===== config.mk =====
export PLATFORM = sky130hd
export DESIGN_NAME = memory_arbiter
export DESIGN_NICKNAME = d
export VERILOG_FILES = /design/src/rtl/memory_arbiter_pkg.sv /design/src/rtl/memory_arbiter.sv
export SDC_FILE = /design/constraint.sdc
export NUM_CORES = 1
export LEC_CHECK = 0
export ABC_CLOCK_PERIOD_IN_PS = 2350
export CORE_AREA = 2 2 105 107
export DETAILED_ROUTE_END_ITERATION = 12
export DIE_AREA = 0 0 107 109
export PLACE_DENSITY = 0.63
export SYNTH_ARGS = -nofsm -noshare
export SYNTH_HDL_FRONTEND = slang
export SYNTH_SLANG_ARGS = --single-unit

===== constraint.sdc =====
create_clock -name clk -period 2.35 [get_ports clk]
set_clock_uncertainty 0.15 [all_clocks]
set_input_delay 0.235 -clock clk [delete_from_list [all_inputs] [get_ports clk]]
set_output_delay 0.235 -clock clk [all_outputs]
set_load 0.02 [all_outputs]

===== src/rtl/memory_arbiter_pkg.sv =====
// Shared definitions for the unified memory-port arbiter: state and owner
// encodings used by the RTL and by debug tooling.
package memory_arbiter_pkg;

    typedef enum logic [1:0] {
        ARB_IDLE   = 2'd0,
        ARB_WAIT_I = 2'd1,
        ARB_WAIT_D = 2'd2
    } arb_state_e;

    typedef enum logic [1:0] {
        OWNER_NONE = 2'd0,
        OWNER_I    = 2'd1,
        OWNER_D    = 2'd2
    } arb_owner_e;

    // Maps the arbiter state to the requester that owns the outstanding access.
    function automatic arb_owner_e state_owner(input arb_state_e st);
        case (st)
            ARB_WAIT_I: return OWNER_I;
            ARB_WAIT_D: return OWNER_D;
            default:    return OWNER_NONE;
        endcase
    endfunction

endpackage


===== src/rtl/memory_arbiter.sv =====
// Shares one memory port between instruction fetch and data access. Data has
// fixed priority; one transaction is outstanding and the next may issue on
// the cycle its predecessor's response returns.
module memory_arbiter
    import memory_arbiter_pkg::*;
#(
    parameter int ADDR_WIDTH = 32,
    parameter int DATA_WIDTH = 32
) (
    input  logic                  clk,
    input  logic                  rst,
    input  logic                  i_start,
    output logic                  i_ready,
    input  logic [ADDR_WIDTH-1:0] i_addr,
    output logic [DATA_WIDTH-1:0] i_data,
    output logic                  i_data_valid,
    input  logic                  d_start,
    output logic                  d_ready,
    input  logic [ADDR_WIDTH-1:0] d_addr,
    input  logic                  d_wen,
    input  logic [DATA_WIDTH-1:0] d_wdata,
    output logic [DATA_WIDTH-1:0] d_data,
    output logic                  d_data_valid,
    output logic                  mem_start,
    input  logic                  mem_ready,
    output logic [ADDR_WIDTH-1:0] mem_addr,
    output logic                  mem_wen,
    output logic [DATA_WIDTH-1:0] mem_wdata,
    input  logic [DATA_WIDTH-1:0] mem_data,
    input  logic                  mem_data_valid
);

    arb_state_e state_r;
    arb_state_e state_next_s;
    logic       open_s;
    logic       grant_d_s;
    logic       grant_i_s;

    // Accept window: with an access outstanding, a new one may only issue as
    // the response arrives. Held shut while in reset.
    always_comb begin
        open_s = 1'b0;
        if (rst) begin
            open_s = 1'b0;
        end else begin
            case (state_r)
                ARB_IDLE:               open_s = mem_ready;
                ARB_WAIT_I, ARB_WAIT_D: open_s = mem_data_valid && mem_ready;
                default:                open_s = 1'b0;
            endcase
        end
    end

    // Fixed-priority grant, data before fetch.
    always_comb begin
        grant_d_s = d_start && open_s;
        grant_i_s = i_start && open_s && !d_start;
    end

    // Request mux toward memory; idle bus is driven to zero.
    always_comb begin
        mem_addr  = {ADDR_WIDTH{1'b0}};
        mem_wen   = 1'b0;
        mem_wdata = {DATA_WIDTH{1'b0}};
        if (grant_d_s) begin
            mem_addr  = d_addr;
            mem_wen   = d_wen;
            mem_wdata = d_wdata;
        end else if (grant_i_s) begin
            mem_addr  = i_addr;
            mem_wen   = 1'b0;
            mem_wdata = {DATA_WIDTH{1'b0}};
        end else begin
            mem_addr  = {ADDR_WIDTH{1'b0}};
            mem_wen   = 1'b0;
            mem_wdata = {DATA_WIDTH{1'b0}};
        end
    end

    // Handshake and response routing; a response seen in IDLE matches no owner.
    always_comb begin
        mem_start    = grant_d_s || grant_i_s;
        d_ready      = open_s;
        i_ready      = open_s && !d_start;
        i_data_valid = !rst && mem_data_valid && (state_r == ARB_WAIT_I);
        d_data_valid = !rst && mem_data_valid && (state_r == ARB_WAIT_D);
        i_data       = mem_data;
        d_data       = mem_data;
    end

    // Next-state: a new grant wins over retiring to IDLE.
    always_comb begin
        state_next_s = state_r;
        if (grant_d_s) begin
            state_next_s = ARB_WAIT_D;
        end else if (grant_i_s) begin
            state_next_s = ARB_WAIT_I;
        end else begin
            case (state_r)
                ARB_IDLE:               state_next_s = ARB_IDLE;
                ARB_WAIT_I, ARB_WAIT_D: state_next_s = mem_data_valid ? ARB_IDLE : state_r;
                default:                state_next_s = ARB_IDLE;
            endcase
        end
    end

    // Single state register; the only storage in the arbiter.
    always_ff @(posedge clk or posedge rst) begin
        if (rst) begin
            state_r <= ARB_IDLE;
        end else begin
            state_r <= state_next_s;
        end
    end

endmodule


== Word-level counts from Yosys, hierarchy flattened ==
Index checks and enable logic that the tools add are counted.
W data, S select, Z words.

* Output and inout bits: 134
* Register bits: 2
* Input bits: 135
* Word-level logic and storage cells: 27

* Reduce and logical (&&, ||, !) cells: 13
* Equal/unequal tests: 3
* Mux-type cells: 10

{| class="wikitable"
|+ Operator list
! operator !! number
|-
| $mux W32 || 3
|-
| $logic_and A1 B1 Y1 || 8
|-
| $mux W2 || 4
|-
| $ne A4 B4 Y1 const B || 1
|-
| $eq A2 B1 Y1 const B || 1
|-
| $eq A2 B2 Y1 const B || 1
|-
| $logic_not A1 Y1 || 2
|-
| $logic_not A2 Y1 || 1
|-
| $mux W1 || 2
|-
| $pmux W1 S2 || 1
|-
| $reduce_or A2 Y1 || 1
|-
| $logic_or A1 B1 Y1 || 1
|}

== Depth between registers and ports, before layout ==
* Depth in word-level cells: 8
* Depth in mapped cells: 8

== Worst setup path before layout ==
Ideal clock, no wire load.

* Path kind: flip-flop to output port
* From: register state_r[0]
* To: output mem_addr[10]
* Arrival: 1728 ps
* Stages on the path, launching flop included: 8
* Setup slack: 237 ps
* Cells stage by stage: dfrtp_1 > inv_1 > ha_1 > a21oi_1 > or3_1 > buf_6 > buf_2 > nor2_1

* Longest elaborated chain between the ends: 8
* Elaborated cells between the ends (all ways): 11

{| class="wikitable"
|+ RTL lines
! what !! line !! RTL
|-
| start, declared || memory_arbiter.sv:33 || <nowiki>arb_state_e state_r;</nowiki>
|-
| start signal, assigned || memory_arbiter.sv:112 || <nowiki>state_r <= state_next_s;</nowiki>
|-
| $eq A2 B1 Y1 or $eq A2 B2 Y1 (tied branches) || memory_arbiter.sv:46 || <nowiki>case (state_r)</nowiki>
|-
| $reduce_or A2 Y1 || memory_arbiter.sv:46 ||
|-
| $pmux W1 S2 (*) || memory_arbiter.sv:46 ||
|-
| $mux W1 (*) || memory_arbiter.sv:43 || <nowiki>if (rst) begin</nowiki>
|-
| $logic_and A1 B1 Y1 (2 in a row) || memory_arbiter.sv:57 || <nowiki>grant_i_s = i_start && open_s && !d_start;</nowiki>
|-
| $mux W32 || memory_arbiter.sv:69 || <nowiki>end else if (grant_i_s) begin</nowiki>
|-
| $mux W32 (*) || memory_arbiter.sv:65 || <nowiki>if (grant_d_s) begin</nowiki>
|-
| end, declared || memory_arbiter.sv:26 || <nowiki>output logic [ADDR_WIDTH-1:0] mem_addr,</nowiki>
|}

Every way passes the cells marked *; elsewhere a longest branch is shown, timed or not.

== Worst setup path after layout ==
* From: register state_r[1]
* To: output mem_addr[18]

The elaborated chain is that of the path after synthesis.

==> impl_metrics.csv <==
group,metric,value,unit
outcome,status,"finished with violations",
outcome,violations,"negative setup slack",
pwr,p_leak,1.37,nW
yosys,yosys.area.top_type_share,35.3,%
sta,period_minus_slack,2.36,ns
global_routing,grt_max_degree,41,
yosys,avgSynthCellArea,6.67,µm²
final_layout,final_common_cell,"clkdlybuf4s50_1",
setup_path,cp.required,1.97,ns
cts,cts_htree_levels,1,
cts,root_buffer,"clkbuf_8",
sta,fmax,424,MHz
sta,finalCritPeriodShare,100,%
yosys,ys_seq_elements,2,
floorplanning,start_util,12.8,%
setup_path,critical_path.endpoint_type,"primary output",
final_layout,finalNonFillerCells,457,
final_layout,nNetsFinal,458,
route,wl,7480,µm
sta,rsz0062_at_grt,"yes",
floorplanning,rows,38,
place,place_inst,445,
route,antenna_left,0,
global_routing,grt_util_all_layers,9.68,%
floorplanning,dieArea,0.0117,mm²
route,num_vias,1828,
route,drt_pass1_iterations,4,
sta,hold_viol,0,
cts,worstSkewPairLatency,0.21,ns
pwr,p_sw_share,36.6,%
cts,clock_path_buffers,2,
cts,cts.clk_slew.worst_paths,0.03,ns
pwr,vdd_drop_max,0.104,mV
hold_path,hold_class,"in -> async",
final_layout,final_layout_size_suffix_gt1_share,43.8,%
sta,hold_ws,0.289,ns
place,routabilityCongestion,0.697,
route,wl_per_cell,16.4,µm
final_layout,layout_common_cells,"clkdlybuf4s50_1, buf_6, a22oi_1",
pwr,power_frac_comb,74.7,%
route,viasPerCell,4.00,
global_routing,overflow,0,
final_layout,n_antenna_cell,0,
floorplanning,core_area,0.0106,mm²
cts,clkSinkCount,2,
pwr,power_frac_seq,5.5,%
sta,max-slew-margin-rel,77.6,%
floorplanning,io_pins,269,
place,io_buffers,172,
setup_path,worstSetupStartpointType,"register",
final_layout,top_register,"state_r",
global_routing,first_global_vias,1717,
route,drtIter0Drc,84,
sta,fin_tns_setup,-0.00685,ns
place,dp_hpwl,5350,µm
sta,setup_slack,-0.00598,ns
flow_run,max-cap-violations,0,
place,pre_cts_slack,-0.376,ns
yosys,syn_inst,204,
setup_path,crit_fanout,7,
final_layout,reg_top3,"state_r (2)",
final_layout,postLayoutCoreUtil,29.1,%
yosys,ys_seq_area_share,3.68,%
pwr,p_int,0.445,mW
sta,finalSetupViolations,3,
global_routing,antenna_found_initial,0,
global_routing,grt_pass1_wl,8960,µm
setup_path,arrival,1.97,ns
route,remaining_drc_errors,0,
floorplanning,die_y,109,µm
yosys,synthTopCellsByArea,"buf_4, a22oi_1, and3_1",
yosys,synth.distinct_cells,19,
final_layout,area_delta_synth_final,127,%
cts,cts_tree,"done",
place,post_dp_cell_area,0.00278,mm²
yosys,yosys.area.top_type,"buf_4",
sta,drv_slew,0,
final_layout,largest_reg_flops,2,
setup_path,worstSetupPathType,"reg -> out",
yosys,synth_area,0.00136,mm²
floorplanning,dieWidth,107,µm
pwr,p_total,0.702,mW
yosys,synth_fp_nets,343,
setup_path,reg2regPathDepth,7,
sta,tightest_slew,0.337,ns
final_layout,final_cell_area,0.00308,mm²
pwr,cellPowerDensity,228,mW/mm²
cts,numCtsBuffers,3,
yosys,yosysWarnings,0,
pwr,pwr-share-clk,19.8,%
pwr,power_switching,0.257,mW
==> power by group through the flow <==
stage / clock network (mW) / registers (mW) / logic, mW
6_report: 0.139 / 0.0388 / 0.524
5_1_grt: 0.141 / 0.0391 / 0.556
4_1_cts: 0.143 / 0.0385 / 0.425
3_5_place_dp: 0 / 0.0390 / 0.447
3_3_place_gp: 0 / 0.0389 / 0.443
2_1_floorplan: 0 / 0.0385 / 0.323
==> critical path, stage by stage, from the launching register on <==
cell and delay [ns]:
dfrtp_1 0.39, inv_2 0.07, ha_4 0.28, a21oi_4 0.06, or3_4 0.49, clkbuf_16 0.21
nor2_2 0.12, buf_6 0.12
==> per-layer routing <==
metal	GRT usage (%)	part of all wire, %
met1	9.92	37
met2	20.2	56
met3	1.91	6.7
met4	1.76	0.68
met5	0	0
==> cell families (layout without fill, tap and decap cells) <==
logic type      Yosys count  after routing  share of synthesized area (%)
fa+ha+maj                 4              4                           3.68
simple gates             76             77                           28.7
buf+inv                  87            199                           44.6
flops                     2              2                           3.68
compound gates           35             35                           19.3
==> synth_stat cells, drive strengths merged <==
cell,number
or3,1
a22oi,33
dfrtp,2
nand2b,1
inv,3
buf,72
a32o,1
ha,4
nor2,35
and2b,1
nand2,1
and3,35
clkbuf,11
clkinv,1
a21oi,1
nor2b,1
or4b,1
==> path summary, 6_finish.rpt <==
kind	from	endpoint	slack, ns
max	state_r[1]	mem_addr[18]	-0.006
max in group asynchronous	rst	state_r[1]	1.63
min reg2reg	state_r[1]	state_r[1]	0.46
min in group clk	mem_data[17]	i_data[17]	0.32
min	rst	state_r[0]	0.29
max reg2reg	state_r[1]	state_r[0]	0.43
==> timing repair <==
action                                  4_1_cts  5_1_grt
resized for setup                           271      143
endpoints found under the setup margin       68       67
pin swaps                                     1       16
gates cloned                                  1        6
setup buffers                                 1        1
hold buffers                                  0        0
==> layout make-up <==
class                      instances  area (µm²)
inverter                           4        27.5
timing repair buffer             189        1830
timing repair inverter             3        33.8
fill                            1144        7520
sequential                         2        50.0
clock buffer                       3        41.3
multi-input combinational        116         926
tap                              140         175
(Power assumes the default switching activity.)
